### config.mk
export PLATFORM = sky130hd
export DESIGN_NAME = rally_ctrl
export DESIGN_NICKNAME = d
export VERILOG_FILES = /design/src/rtl/game_pkg.sv /design/src/rtl/game_tick_timer.sv /design/src/rtl/rally_ctrl.sv
export SDC_FILE = /design/constraint.sdc
export NUM_CORES = 1
export LEC_CHECK = 0
export CAP_MARGIN = 25
export CORE_MARGIN = 2
export CORE_UTILIZATION = 40
export CTS_CLUSTER_DIAMETER = 30
export DETAILED_ROUTE_END_ITERATION = 6
export GPL_TIMING_DRIVEN = 0
export PLACE_DENSITY_LB_ADDON = 0.08
export SYNTH_ARGS = -nofsm -noshare
export SYNTH_HDL_FRONTEND = slang
export SYNTH_SLANG_ARGS = --single-unit
### constraint.sdc
create_clock -name CLK -period 4.83 [get_ports CLK]
set_input_delay 0.483 -clock CLK [delete_from_list [all_inputs] [get_ports CLK]]
set_output_delay 0.483 -clock CLK [all_outputs]
set_load 0.01 [all_outputs]
### src/rtl/game_pkg.sv
// Shared definitions for the rally game controller: state codes, default
// match parameters and the score-to-display packing.
package game_pkg;

    typedef enum logic [2:0] {
        ST_IDLE  = 3'd0,
        ST_SERVE = 3'd1,
        ST_RALLY = 3'd2,
        ST_POINT = 3'd3,
        ST_OVER  = 3'd4
    } game_state_t;

    localparam int WIN_SCORE_DEF   = 5;
    localparam int SERVE_DELAY_DEF = 3;
    localparam int POINT_HOLD_DEF  = 8;

    // Two decimal digit pairs for the 4-digit display: s1 on the left, s2 on the right.
    function automatic logic [13:0] score_disp(input logic [3:0] s1, input logic [3:0] s2);
        return (14'(s1) * 14'd100) + 14'(s2);
    endfunction

endpackage

### src/rtl/game_tick_timer.sv
// Counts tick strobes since the last clear; done fires on the tick that
// reaches the terminal count, so the caller can move on that same edge.
module game_tick_timer #(
    parameter int W = 4
) (
    input  logic         CLK,
    input  logic         RSTn,
    input  logic         clr,
    input  logic         tick,
    input  logic [W-1:0] tc,
    output logic         done
);

    logic [W-1:0] cnt;

    assign done = tick && (((W+1)'(cnt) + (W+1)'(1)) == (W+1)'(tc));

    // Saturate so a long stay in a state that ignores the timer cannot wrap.
    always_ff @(posedge CLK or negedge RSTn) begin
        if (!RSTn)
            cnt <= '0;
        else if (clr)
            cnt <= '0;
        else if (tick && (cnt != '1))
            cnt <= cnt + W'(1);
    end

endmodule

### src/rtl/rally_ctrl.sv
// Match controller for a two-bar ball game: serve delay, rally, point hold,
// scoring and game-over, with every output driven straight from a flop.
module rally_ctrl
    import game_pkg::*;
#(
    parameter int WIN_SCORE   = WIN_SCORE_DEF,
    parameter int SERVE_DELAY = SERVE_DELAY_DEF,
    parameter int POINT_HOLD  = POINT_HOLD_DEF
) (
    input  logic        CLK,
    input  logic        RSTn,
    input  logic        start,
    input  logic        tick,
    input  logic        miss_p1,
    input  logic        miss_p2,
    output logic        ball_en,
    output logic        ball_load,
    output logic        serve_side,
    output logic [3:0]  score1,
    output logic [3:0]  score2,
    output logic [1:0]  winner,
    output logic [2:0]  state,
    output logic [13:0] disp_value
);

    localparam int         TMAX = (SERVE_DELAY > POINT_HOLD) ? SERVE_DELAY : POINT_HOLD;
    localparam int         TW   = $clog2(TMAX + 1);
    localparam logic [3:0] WIN  = 4'(WIN_SCORE);

    game_state_t st, st_n;
    logic        start_q, start_rise;
    logic        any_miss, pt1, pt2;
    logic [3:0]  s1_n, s2_n;
    logic        side_n;
    logic [1:0]  win_n;
    logic [TW-1:0] tc;
    logic        t_done, t_tick, enter;

    assign start_rise = start & ~start_q;
    assign any_miss   = miss_p1 | miss_p2;
    assign pt1        = miss_p2 & ~miss_p1;
    assign pt2        = miss_p1 & ~miss_p2;
    assign enter      = (st_n != st);
    // A tick landing on the scoring edge belongs to the rally, not the hold.
    assign t_tick     = tick & ~((st == ST_RALLY) & any_miss);
    assign state      = st;

    game_tick_timer #(.W(TW)) u_timer (
        .CLK  (CLK),
        .RSTn (RSTn),
        .clr  (enter),
        .tick (t_tick),
        .tc   (tc),
        .done (t_done)
    );

    always_comb begin
        st_n   = st;
        s1_n   = score1;
        s2_n   = score2;
        side_n = serve_side;
        win_n  = winner;
        tc     = TW'(SERVE_DELAY);
        case (st)
            ST_IDLE: begin
                if (start_rise) st_n = ST_SERVE;
            end
            ST_SERVE: begin
                if (t_done) st_n = ST_RALLY;
            end
            ST_RALLY: begin
                if (any_miss) st_n = ST_POINT;
                if (pt1) begin
                    side_n = 1'b1;
                    if (score1 != WIN) s1_n = score1 + 4'd1;
                end
                if (pt2) begin
                    side_n = 1'b0;
                    if (score2 != WIN) s2_n = score2 + 4'd1;
                end
            end
            ST_POINT: begin
                tc = TW'(POINT_HOLD);
                if (t_done) begin
                    if ((score1 == WIN) || (score2 == WIN)) begin
                        st_n  = ST_OVER;
                        win_n = (score1 == WIN) ? 2'd1 : 2'd2;
                    end else begin
                        st_n = ST_SERVE;
                    end
                end
            end
            ST_OVER: begin
                if (start_rise) begin
                    st_n   = ST_SERVE;
                    s1_n   = 4'd0;
                    s2_n   = 4'd0;
                    win_n  = 2'd0;
                    side_n = 1'b0;
                end
            end
            default: st_n = ST_IDLE;
        endcase
    end

    always_ff @(posedge CLK or negedge RSTn) begin
        if (!RSTn) begin
            st         <= ST_IDLE;
            start_q    <= 1'b0;
            score1     <= 4'd0;
            score2     <= 4'd0;
            serve_side <= 1'b0;
            winner     <= 2'd0;
            ball_en    <= 1'b0;
            ball_load  <= 1'b0;
            disp_value <= 14'd0;
        end else begin
            st         <= st_n;
            start_q    <= start;
            score1     <= s1_n;
            score2     <= s2_n;
            serve_side <= side_n;
            winner     <= win_n;
            ball_en    <= (st_n == ST_RALLY);
            ball_load  <= enter && (st_n == ST_SERVE);
            disp_value <= score_disp(score1, score2);
        end
    end

endmodule

==> impl_metrics.toml <==
[floorplan]
start_util = 0.4159
ios = 36
die_w_microns = 74.08
die-area_sq_um = 5488
core_area_sq_um = 4723
num_rows = 25
die_h_microns = 74.08

[setup_path]
slowest_stage = "fa_1"
cp-startpoint = "score1[1]$_DFFE_PN0P_"
cp.arrival_ps = 2590
cp_top_family = "adder cells"
reg2reg_from = "score1[1]$_DFFE_PN0P_"
worstSetupPathType = "flop to flop"
cp_common_cell = "inv_1"
required_ps = 4990
crit_buf_inv = 3
crit_chain = "inv_1 -> ha_1 -> inv_1 -> ha_1 -> inv_1 -> fa_1 -> nor4_1 -> o21ai_0 -> xor2_1"
start_kind = "flop"
endpoint_kind = "flop"
path_max_fanout = 6
critPathMaxStageDelay_ps = 500

[clock_network]
insertion_delay_ps = 280
ctsHtreeMaxLevel = 2
cts-root-buf = "clkbuf_8"
cts.hold.buffers_added = 0
clock_path_buffers = 2
clock_sinks = 33
clk_pin_slew_ps = 70
cts_tree = "yes"
post_cts_buffers = 0
numCtsBuffers = 5
cts_resized = 0

[global_routing]
grt_usage = 0.1598
grt_pass1_wl_microns = 6713
grt_pass1_vias = 1483
grt-ovfl-total = 0
antenna_found_initial = 0
grt_start_max_net_pins = 34

[timing]
maxSlewHeadroom = 0.5092
hold_violations = 0
setup_viol_count_final = 0
period_needed_ps = 2436
timing.final.ws_setup_ps = 2395
worst_pin_slew_ps = 736.1
slew_violations = 0
period_share = 0.5042
max_freq_ghz = 0.4106
skew_ps = 6.323
tns_ps = 0
grt_setup_unrepaired = "no"

[final_layout]
final_common_cell = "dfrtp_1"
drive_above_1_share = 0.1053
final_cells = 295
fin_util = 0.5248
nFillCells = 435
nNetsFinal = 254
syn_to_final_growth_pct = 26.18
n_antenna_cell = 0
final_cell_mix = "dfrtp_1, clkdlybuf4s50_1, ha_1"

[synthesis]
synth_area_sq_um = 1964
synth_area_leader_cell = "dfrtp_1"
synth.ff_latch_count = 33
synth_warnings = 0
netlist.area_leader.share = 0.4204
synth-main-ff-cell = "dfrtp_1"
synth.distinct_cells = 47
avgSynthCellArea_sq_um = 10.56
netlist_instances = 186
ys_seq_area_frac = 0.4204
synth_area_leaders = "dfrtp_1, ha_1, inv_1"
async_reset_ff_frac = 1.000
synth_edf_count = 0

[hold_path]
min_path_type = "primary input to async pin"

[detailed_routing]
remaining_drc_errors = 0
final_antenna_net_count = 0
num_vias = 1471
firstDrtPassIters = 4
wire_per_inst_microns = 13.09
via_per_inst = 4.986
drt_iter0_drc = 37
drt_wl_total_microns = 3861

[outcome]
status = "finished clean"

[job]
maxCapViolCount = 0

[pwr]
p_leak_nw = 1.150
ir_drop_uv = 192.0
power.density_nw_per_um2 = 457.8

[place]
port_buffers = 33
dp_hpwl_microns = 2909
pre_cts_slack_ps = 2374
gp_congestion = 0.8449
dp_cells = 287
[per-stage QoR]
stage	power [mW]	cell area (sq um)	hold slack [ps]
finish	1.135	2479	260.0
global route	1.223	2479	322.6
CTS	1.150	2479	282.1
detailed placement	0.9110	2377	464.1
global placement	0.9021	2382	474.5
floorplan	0.7249	1968	187.4
[cell usage after synthesis, types with 3 or more instances]
| cell | instances |
|---|---|
| dfrtp_1 | 33 |
| ha_1 | 19 |
| inv_1 | 17 |
| nand2_1 | 10 |
| nand3_1 | 10 |
| nor2_1 | 10 |
| a21oi_1 | 7 |
| xor2_1 | 7 |
| o21ai_0 | 6 |
| xnor2_1 | 5 |
| mux2i_1 | 4 |
| a211oi_1 | 3 |
| a21o_1 | 3 |
| buf_2 | 3 |
| nand2b_1 | 3 |
| o31ai_1 | 3 |
| or3_1 | 3 |
[cell families after synthesis]
group	after synthesis	share of synthesized area
AOI/OAI and AO/OA	34	0.1242
xor gates and xnor gates	12	0.05350
adders and majority gates	21	0.1414
buffers and inverters	23	0.05668
DFF	33	0.4204
muxes	4	0.02038
other	1	0.001909
and+or+nand+nor	58	0.1815
[worst reg2reg max path, cell delays in order (launching register included)]
cell and delay, ps:
dfrtp_1 450, inv_1 110, ha_1 310, inv_1 70
ha_1 190, inv_1 70, fa_1 500, nor4_1 310
o21ai_0 150, xor2_1 160
[area by class of cell]
cell class / count / area, sq um / area share
clock inverter: 1 / 5.005 / 0.002019
buffer: 5 / 30.03 / 0.01212
tap: 67 / 83.83 / 0.03382
inverter: 18 / 81.33 / 0.03281
clock buffer: 7 / 96.34 / 0.03887
sequential: 33 / 825.8 / 0.3332
multi-input combinational: 131 / 1031 / 0.4160
timing repair buffer: 33 / 325.3 / 0.1312
[final timing paths]
| path | cells past startpoint | slack, ps | end |
|---|---|---|---|
| max | 9 | 2390 | disp_value[10]$_DFF_PN0_ |
| min | 1 | 260 | disp_value[3]$_DFF_PN0_ |
| max reg2reg | 9 | 2390 | disp_value[10]$_DFF_PN0_ |
| min reg2reg | 0 | 490 | disp_value[1]$_DFF_PN0_ |
| max in group asynchronous | 1 | 4100 | disp_value[6]$_DFF_PN0_ |
| min in group CLK | 0 | 490 | disp_value[1]$_DFF_PN0_ |
[routing by layer]
metal / wire (microns) / vias up / track usage
met2: 1780 / 36 / 0.2579
met4: 52 / 0 / 0.06667
met3: 177 / 6 / 0.04472
met1: 1851 / 701 / 0.2019
li1: - / 728 / -
met5: 0 / - / 0
[where the power goes]
part	total [mW]	leakage (nW)	switching, mW	internal, mW
clock	0.228	0.0542	0.0995	0.129
combinational	0.486	0.661	0.236	0.250
sequential	0.420	0.435	0.0697	0.351
total	1.13	1.15	0.405	0.730
[state kept, by name (all words and copies together), names as in the netlist]
register     cells
disp_value      12
score1           4
score2           4
u_timer.cnt      4
state            3
winner           2
ball_en          1
ball_load        1
serve_side       1
start_q          1
Note: power is estimated with default switching activity, not from simulation.
